<file path="src/rtl/chave_programavel.sv">
// chave_programavel -- programmable combination lock.
//
// A code of CODE_LEN symbols (SYM_BITS wide each) is entered one symbol per
// sym_valid cycle. A full correct code unlocks; MAX_TRIES failed attempts put
// the block into a timed lockout of LOCK_CYCLES cycles. While unlocked, the
// code can be reprogrammed. The new code only becomes active once all
// CODE_LEN symbols have been entered.
//
// Ports
//   clk_2       : clock, all state changes on its rising edge
//   reset       : synchronous active-high reset
//   sym_valid   : qualifies sym for one cycle
//   sym         : entered symbol
//   lock_req    : relock (UNLOCKED) / abort programming (PROG)
//   prog_req    : enter reprogramming from UNLOCKED
//   ok          : high while UNLOCKED
//   locked_out  : high while LOCKOUT
//   prog_active : high while PROG
//   idx         : symbols matched (IDLE) or stored (PROG)
//   tries       : failed-attempt count
//   seg         : seven-segment glyph for the current state
module chave_programavel #(
    parameter int SYM_BITS    = 1,
    parameter int CODE_LEN    = 4,
    parameter logic [CODE_LEN*SYM_BITS-1:0] DEFAULT_CODE = 4'b1101,
    parameter int MAX_TRIES   = 3,
    parameter int LOCK_CYCLES = 8
) (
    input  logic                               clk_2,
    input  logic                               reset,
    input  logic                               sym_valid,
    input  logic [SYM_BITS-1:0]                sym,
    input  logic                               lock_req,
    input  logic                               prog_req,
    output logic                               ok,
    output logic                               locked_out,
    output logic                               prog_active,
    output logic [$clog2(CODE_LEN+1)-1:0]      idx,
    output logic [$clog2(MAX_TRIES+1)-1:0]     tries,
    output logic [7:0]                         seg
);

    localparam int IW = $clog2(CODE_LEN+1);
    localparam int TW = $clog2(MAX_TRIES+1);
    localparam int CW = $clog2(LOCK_CYCLES+1);
    localparam int CB = CODE_LEN*SYM_BITS;

    localparam logic [7:0] SEG_IDLE     = 8'b00111111;
    localparam logic [7:0] SEG_UNLOCKED = 8'b01110111;
    localparam logic [7:0] SEG_PROG     = 8'b01110011;
    localparam logic [7:0] SEG_LOCKOUT  = 8'b00111000;

    typedef enum logic [1:0] {IDLE, UNLOCKED, PROG, LOCKOUT} state_t;

    state_t            r_state;
    logic [IW-1:0]     r_idx;
    logic [TW-1:0]     r_tries;
    logic [CW-1:0]     r_cnt;
    logic [CB-1:0]     r_code;
    logic [CB-1:0]     r_pend;
    logic              r_ok;
    logic              r_locked;
    logic              r_prog;
    logic [7:0]        r_seg;

    state_t            w_state_nxt;
    logic [IW-1:0]     w_idx_nxt;
    logic [TW-1:0]     w_tries_nxt;
    logic [CW-1:0]     w_cnt_nxt;
    logic [CB-1:0]     w_code_nxt;
    logic [CB-1:0]     w_pend_nxt;

    logic [SYM_BITS-1:0] w_cur_sym;
    logic [CB-1:0]       w_pend_wr;
    logic                w_match;
    logic                w_first;
    logic                w_last;
    logic [TW-1:0]       w_tries_inc;

    function automatic logic [7:0] seg_of(input state_t s);
        case (s)
            UNLOCKED: seg_of = SEG_UNLOCKED;
            PROG:     seg_of = SEG_PROG;
            LOCKOUT:  seg_of = SEG_LOCKOUT;
            default:  seg_of = SEG_IDLE;
        endcase
    endfunction

    // Symbol at position idx of the active code, and the pending code with
    // slot idx overwritten by sym. Constant-index loops keep every select
    // in range even if idx were ever out of bounds.
    always_comb begin
        w_cur_sym = '0;
        w_pend_wr = r_pend;
        for (int i = 0; i < CODE_LEN; i++) begin
            if (r_idx == IW'(i)) begin
                w_cur_sym = r_code[i*SYM_BITS +: SYM_BITS];
                w_pend_wr[i*SYM_BITS +: SYM_BITS] = sym;
            end
        end
    end

    assign w_match     = (sym == w_cur_sym);
    assign w_first     = (sym == r_code[SYM_BITS-1:0]);
    assign w_last      = (r_idx == IW'(CODE_LEN-1));
    assign w_tries_inc = r_tries + TW'(1);

    always_comb begin
        w_state_nxt = r_state;
        w_idx_nxt   = r_idx;
        w_tries_nxt = r_tries;
        w_cnt_nxt   = r_cnt;
        w_code_nxt  = r_code;
        w_pend_nxt  = r_pend;
        case (r_state)
            IDLE: begin
                if (sym_valid) begin
                    if (w_match) begin
                        if (w_last) begin
                            w_state_nxt = UNLOCKED;
                            w_idx_nxt   = '0;
                            w_tries_nxt = '0;
                        end else begin
                            w_idx_nxt = r_idx + IW'(1);
                        end
                    end else if (r_idx != '0) begin
                        // A wrong symbol mid-sequence is a failed attempt,
                        // but it may itself start a new attempt.
                        w_tries_nxt = w_tries_inc;
                        if (w_tries_inc == TW'(MAX_TRIES)) begin
                            w_state_nxt = LOCKOUT;
                            w_idx_nxt   = '0;
                            w_cnt_nxt   = CW'(LOCK_CYCLES);
                        end else begin
                            w_idx_nxt = w_first ? IW'(1) : '0;
                        end
                    end
                end
            end
            UNLOCKED: begin
                if (lock_req) begin
                    w_state_nxt = IDLE;
                    w_idx_nxt   = '0;
                end else if (prog_req) begin
                    w_state_nxt = PROG;
                    w_idx_nxt   = '0;
                end
            end
            PROG: begin
                // lock_req wins over a simultaneous symbol, which is dropped.
                if (lock_req) begin
                    w_state_nxt = IDLE;
                    w_idx_nxt   = '0;
                end else if (sym_valid) begin
                    w_pend_nxt = w_pend_wr;
                    if (w_last) begin
                        w_code_nxt  = w_pend_wr;
                        w_state_nxt = UNLOCKED;
                        w_idx_nxt   = '0;
                    end else begin
                        w_idx_nxt = r_idx + IW'(1);
                    end
                end
            end
            LOCKOUT: begin
                // Counter is loaded with LOCK_CYCLES on entry; leaving on the
                // count of 1 gives exactly LOCK_CYCLES cycles in this state.
                if (r_cnt <= CW'(1)) begin
                    w_state_nxt = IDLE;
                    w_tries_nxt = '0;
                    w_cnt_nxt   = '0;
                end else begin
                    w_cnt_nxt = r_cnt - CW'(1);
                end
            end
            default: begin
                w_state_nxt = IDLE;
                w_idx_nxt   = '0;
            end
        endcase
    end

    // Outputs are decoded from the next state so they line up with r_state.
    always_ff @(posedge clk_2) begin
        if (reset) begin
            r_state  <= IDLE;
            r_idx    <= '0;
            r_tries  <= '0;
            r_cnt    <= '0;
            r_code   <= DEFAULT_CODE;
            r_pend   <= DEFAULT_CODE;
            r_ok     <= 1'b0;
            r_locked <= 1'b0;
            r_prog   <= 1'b0;
            r_seg    <= SEG_IDLE;
        end else begin
            r_state  <= w_state_nxt;
            r_idx    <= w_idx_nxt;
            r_tries  <= w_tries_nxt;
            r_cnt    <= w_cnt_nxt;
            r_code   <= w_code_nxt;
            r_pend   <= w_pend_nxt;
            r_ok     <= (w_state_nxt == UNLOCKED);
            r_locked <= (w_state_nxt == LOCKOUT);
            r_prog   <= (w_state_nxt == PROG);
            r_seg    <= seg_of(w_state_nxt);
        end
    end

    assign ok          = r_ok;
    assign locked_out  = r_locked;
    assign prog_active = r_prog;
    assign idx         = r_idx;
    assign tries       = r_tries;
    assign seg         = r_seg;

endmodule
</file>
<file path="config.mk">
export PLATFORM = sky130hd
export DESIGN_NAME = chave_programavel
export DESIGN_NICKNAME = d
export VERILOG_FILES = /design/src/rtl/chave_programavel.sv
export SDC_FILE = /design/constraint.sdc
export NUM_CORES = 1
export LEC_CHECK = 0
export BUFFER_PORTS_ARGS = -buffer_cell sky130_fd_sc_hd__buf_2
export CAP_MARGIN = 20
export CORE_ASPECT_RATIO = 0.9
export CORE_MARGIN = 2
export CORE_UTILIZATION = 30
export CTS_CLUSTER_DIAMETER = 200
export DETAILED_ROUTE_END_ITERATION = 12
export MAX_ROUTING_LAYER = met4
export SETUP_SLACK_MARGIN = 0.2
export SYNTH_ARGS = -nofsm -noshare
export SYNTH_HDL_FRONTEND = slang
export SYNTH_SLANG_ARGS = --single-unit
export TNS_END_PERCENT = 50
</file>
<file path="constraint.sdc">
create_clock -name clk_2 -period 4.1 [get_ports clk_2]
set_clock_uncertainty 0.1 [all_clocks]
set_input_delay 0.205 -clock clk_2 [delete_from_list [all_inputs] [get_ports clk_2]]
set_output_delay 0.205 -clock clk_2 [all_outputs]
set_load 0.005 [all_outputs]
</file>
# Word-level counts from Yosys, hierarchy flattened
# Index checks and enable logic that the tools add are counted.
[classes]
add_sub_neg = 3
n_lt_le_gt_ge = 1
n_eq_ne = 21
n_mux = 43
bitwise = 1
reduce_logical = 10
[ops]
columns = ["operator", "count"]
rows = [
  ["$mux 2", 15],
  ["$mux 3", 8],
  ["$pmux 7 s3", 1],
  ["$mux 4", 5],
  ["$reduce_and 5->1", 3],
  ["$ne 3x3->1 const B", 4],
  ["$eq 2x2->1 const B", 5],
  ["$mux 1", 10],
  ["$ne 2x2->1 const B", 5],
  ["$pmux 3 s3", 1],
  ["$pmux 2 s4", 1],
  ["$pmux 4 s2", 1],
  ["$eq 3x2->1 const B", 2],
  ["$reduce_bool 3->1", 2],
  ["$eq 2x1->1 const B", 2],
  ["$le 4x1->1 const B", 1],
  ["$pmux 2 s2", 1],
  ["$reduce_and 4->1", 1],
  ["$sub 4x1->4 const B", 1],
  ["$add 3x1->3 const B", 1],
  ["$eq 3x1->1 const B", 1],
  ["$logic_not 3->1", 1],
  ["$reduce_and 3->1", 1],
  ["$add 2x1->2 const B", 1],
  ["other kinds (4)", 5],
]
[totals]
reg_bits = 30
inputBits = 6
out_inout_bits = 16
wordCells = 89

# Logic depth before layout (Yosys ltp)
[logic_depth]
depth_word = 11
mapped_depth = 12
mapped_depth_nobuf = 11

# Least setup slack after synthesis
# Ideal clock, no wire load.
[synth_timing]
path_type = "flip-flop to flip-flop"
start = "register r_idx[0], in the netlist idx[0]"
end = "register r_seg[6], in the netlist seg[6]"
setup_time_ns = 0.111
arrival_time_ns = 2.491
required_ns = 3.889
setup_slack_ns = 1.399
path_stages_with_launch = 12
n_path_buf = 1
period_less_slack_ns = 2.701
path_cell_list = "dfxtp_1 inv_1 ha_1 and3b_1 o2111a_1 or4_1 buf_6 nor3_2 o221ai_2 ha_1 nand2_1 inv_1"
[synth_between]
elab_chain_cells = 11
word_cells_on_any_way = 21
classes_between = "eq/ne: 7; mux: 12; reduce/logical: 2"
[synth_lines]
columns = ["element", "line", "rtl"]
rows = [
  ["from (decl)", "56", "logic [IW-1:0] r_idx;"],
  ["from (signal assigned)", "198", "r_idx <= w_idx_nxt;"],
  ["$logic_not 3->1", "96", "if (r_idx == IW'(i)) begin"],
  ["$mux 1 (4 in a row)", "96", ""],
  ["$eq 1x1->1", "103", "assign w_match = (sym == w_cur_sym);"],
  ["$mux 2", "118", "if (w_match) begin"],
  ["$mux 2", "117", "if (sym_valid) begin"],
  ["$pmux 2 s4 (*)", "115", "case (r_state)"],
  ["named net w_state_nxt[1]", "66", "state_t w_state_nxt;"],
  ["$eq 2x2->1 or $eq 2x1->1 (tied branches)", "81", "case (s)"],
  ["$pmux 7 s3 (*)", "81", ""],
  ["to (signal assigned)", "206", "r_seg <= seg_of(w_state_nxt);"],
  ["to (decl)", "64", "logic [7:0] r_seg;"],
]
# Mark *: on every way through the listed nets, which the timed path passes. The rest lies on a longest branch.
# A chain may end at the register's enable or synchronous reset.

# Worst setup path in the final report
# Ends and elaborated chain as after synthesis.

==> qor.csv <==
metric,value,unit
status,completed,
DRT Pass-1 Iters,4,
Remaining DRCs,0,
Worst Hold Class,input pin to register,
H-Tree Level Count,1,
Max-Cap Viols,0,
Area Growth Syn to Fin,10.2,%
IO buf count,18,
Yosys cell types,50,
starting density of the core,30.7,%
Crit path depth,11,
Die Ht,73.0,um
gpl congestion,0.902,
Final Power,748,uW
share of post-route cells with drive strength above 1,16.3,%
CORE AREA,5160,um^2
pin count of the biggest net entering global routing,21,
hold-fix buffers at CTS,0,
CP bufs+invs,3,
FF-to-FF End,seg[6],
die span in x,80.6,um
final net count,219,
"Slew Viols, Final",0,
#FFs+latches synth,25,
minimum clock period,2.96,ns
setup bufs post-CTS,0,
Post-Route WL,3.27,mm
Power Density,428,nW/um^2
main combinational cell family by area after synthesis,simple AND/OR/NAND/NOR gates,
DR vias,1285,
Crit. End Element,register,
worst hold path depth,3,
Post-Synth Simple-Gate Area,24.4,%
RSZ-0062 raised after global routing,no,
Slowest cell on crit path,o41ai_1,
"Arr. time, crit path",3.04,ns
TNS Setup,0,ns
GR Overflow Total,0,
post-DP HPWL,2.53,mm
first-pass GRT wire length,5.60,mm
leakage power,0.000722,uW
cells after synthesis,183,
routing usage on met3,2.35,%
DP Worst Slack,1.17,ns
drt wl/cell,12.4,um
final worst slack,1.14,ns
"CP delay by family, top",compound AO/OA/AOI/OAI gates,
adder-cell area share of the yosys netlist,12.6,%
"Seq/Total Area, Yosys",31.6,%
"Reg clk slew, reported paths",0.09,ns
Worst-Margin Slew,0.527,ns
final hold viol count,0,
Diodes inserted,0,
Resized cells post-CTS,0,
critical path endpoint,seg[6],
full die area,5880,um^2
Syn Std Cell Area,1590,um^2
Most used DFF post-synth,dfxtp_1,
crit-path cells,inv_1 -> ha_1 -> and3b_1 -> o2111a_1 -> o41ai_1 -> o211ai_1 -> a21oi_1 -> inv_1 -> ha_1 -> nand2_1 -> inv_1,
CP Max Fanout,5,
CP dominant cell by count,inv_1,
fin area,1750,um^2
crit-path max cell delay,0.55,ns
hold slack,0.144,ns
period utilization,72.3,%
"EDFF count, synth",0,
Synthesis Warnings,0,
total CTS buffers,3,
Bufs on Longest Clock Path,2,
Fill cells,554,
Setup crit start,idx[0],
clock sink count,25,
DR vias/cell,4.89,
register area,500,um^2
Area after DPL,1700,um^2
TritonCTS clock tree,built,
number of global-route vias before repair,1235,
R2R setup slack,1.14,ns
post-route ant nets,0,
Worst setup SP type,register,
compound-cell area share of the yosys netlist,20.3,%
Max Fclk,0.337,GHz
Rows,25,
launching point of the worst reg2reg path,idx[0],
initial antenna violation count,0,
Avg Inst Size Synth,8.66,um^2
Multi-input gate area,970,um^2
Crit Path Class,register to register,
I/O pins,22,
DR iter-0 viols,67,
Root Buffer,clkbuf_8,
clk_lat worst skew,0.27,ns
Worst EP required,4.17,ns
asr flop ratio synth,0,%
worst r2r path cells,11,
Rel. slew slack,64.4,%
post-synthesis xor/xnor area fraction,0,%
worst vdd ir,0.191,mV
global routing's busiest layer,met2,
final setup violation count,0,
GR Util All Layers,12.3,%
M2 GR Usage,17.9,%
met1 Track Usage GR,17.4,%
post-synthesis mux area share,3.16,%
[worst reg2reg max path, cell delays in order, from the launching register on]
cell	delay, ns
dfxtp_1	0.41
inv_1	0.11
ha_1	0.24
and3b_1	0.21
o2111a_1	0.29
o41ai_1	0.55
o211ai_1	0.17
a21oi_1	0.27
inv_1	0.12
ha_1	0.28
nand2_1	0.07
inv_1	0.04
[registers in the layout, summed over array words and instances (netlist names)]
| register | flops |
|---|---|
| tries | 2 |
| r_state | 2 |
| r_pend | 3 |
| r_cnt | 4 |
| ok | 1 |
| r_code | 4 |
| prog_active | 1 |
| locked_out | 1 |
| seg | 4 |
| idx | 3 |
[report_power, final]
part | internal (uW) | leakage [uW] | total, uW | switching (uW)
registers | 267 | 0.000202 | 285 | 18.9
clock network | 68.0 | 0.0000255 | 147 | 79.1
logic | 129 | 0.000494 | 316 | 187
[placed cells by master (no fill, tap or decap), types with 3 or more instances in the layout]
cell type,Yosys,final
a211oi_1,4,4
nand2_1,17,17
a211o_1,3,3
a21oi_1,12,12
dfxtp_1,25,25
inv_1,15,15
conb_1,2,3
nor2_1,13,13
ha_1,16,16
buf_2,2,18
mux2i_1,5,5
o21ai_0,4,4
or3_1,3,3
nor2b_1,6,6
nand3_1,4,4
nand2b_1,6,6
clkbuf_8,0,3
[cell usage after synthesis, types with 2 or more instances]
cell type / instances / share of area [%]
and2b_1: 2 / 0.95
or4_1: 2 / 0.95
or4b_1: 2 / 1.3
nand2b_1: 6 / 2.4
buf_2: 2 / 0.63
nor2_1: 13 / 3.1
mux2i_1: 5 / 3.2
o41ai_1: 2 / 1.1
o21ai_0: 4 / 1.3
ha_1: 16 / 13
nand2_1: 17 / 4.0
nor2b_1: 6 / 2.4
a21oi_1: 12 / 3.8
buf_4: 4 / 1.9
dfxtp_1: 25 / 32
o31a_1: 2 / 1.1
nand3_1: 4 / 1.3
clkbuf_1: 3 / 0.71
a211oi_1: 4 / 1.9
conb_1: 2 / 0.47
or3_1: 3 / 1.2
o211ai_1: 2 / 0.95
a211o_1: 3 / 1.7
inv_1: 15 / 3.6
o21ai_1: 2 / 0.63
[area by class of cell]
type                            instances  share of cell area (%)
Clock buffer                            3                    2.36
Clock inverter                          1                   0.287
Inverter                               15                    3.22
Multi-Input combinational cell        134                    55.5
Sequential cell                        25                    28.7
Tap cell                               67                    4.80
Timing Repair Buffer                   18                    5.16
[metal layers]
layer	vias up	routed length [um]
li1	663	-
met1	588	1760
met2	30	1340
met3	4	135
met4	0	27
met5	-	0
[cell families (layout without fill, tap and decap cells)]
group           after synthesis  after routing
other cells                   2              3
simple gates                 68             68
flops                        25             25
mux                           5              5
fa+ha+maj                    16             16
compound gates               42             42
buf+inv                      25             37
[per-stage QoR]
stage               instances  util, %
finish                    263     33.8
CTS                       263     33.8
global placement          259     32.9
global route              263     33.8
floorplan                 184        -
detailed placement        259     32.9
[worst min path at each step]
stage | start | slack (ns) | to
2_1_floorplan | reset | 0.29 | tries[1]
3_3_place_gp | r_code[2] | 0.34 | r_code[2]
3_5_place_dp | r_code[2] | 0.35 | r_code[2]
4_1_cts | sym | 0.14 | r_code[3]
5_1_grt | sym | 0.16 | r_code[3]
6_report | sym | 0.14 | r_code[3]
Note: power is estimated with default switching activity, not from simulation.
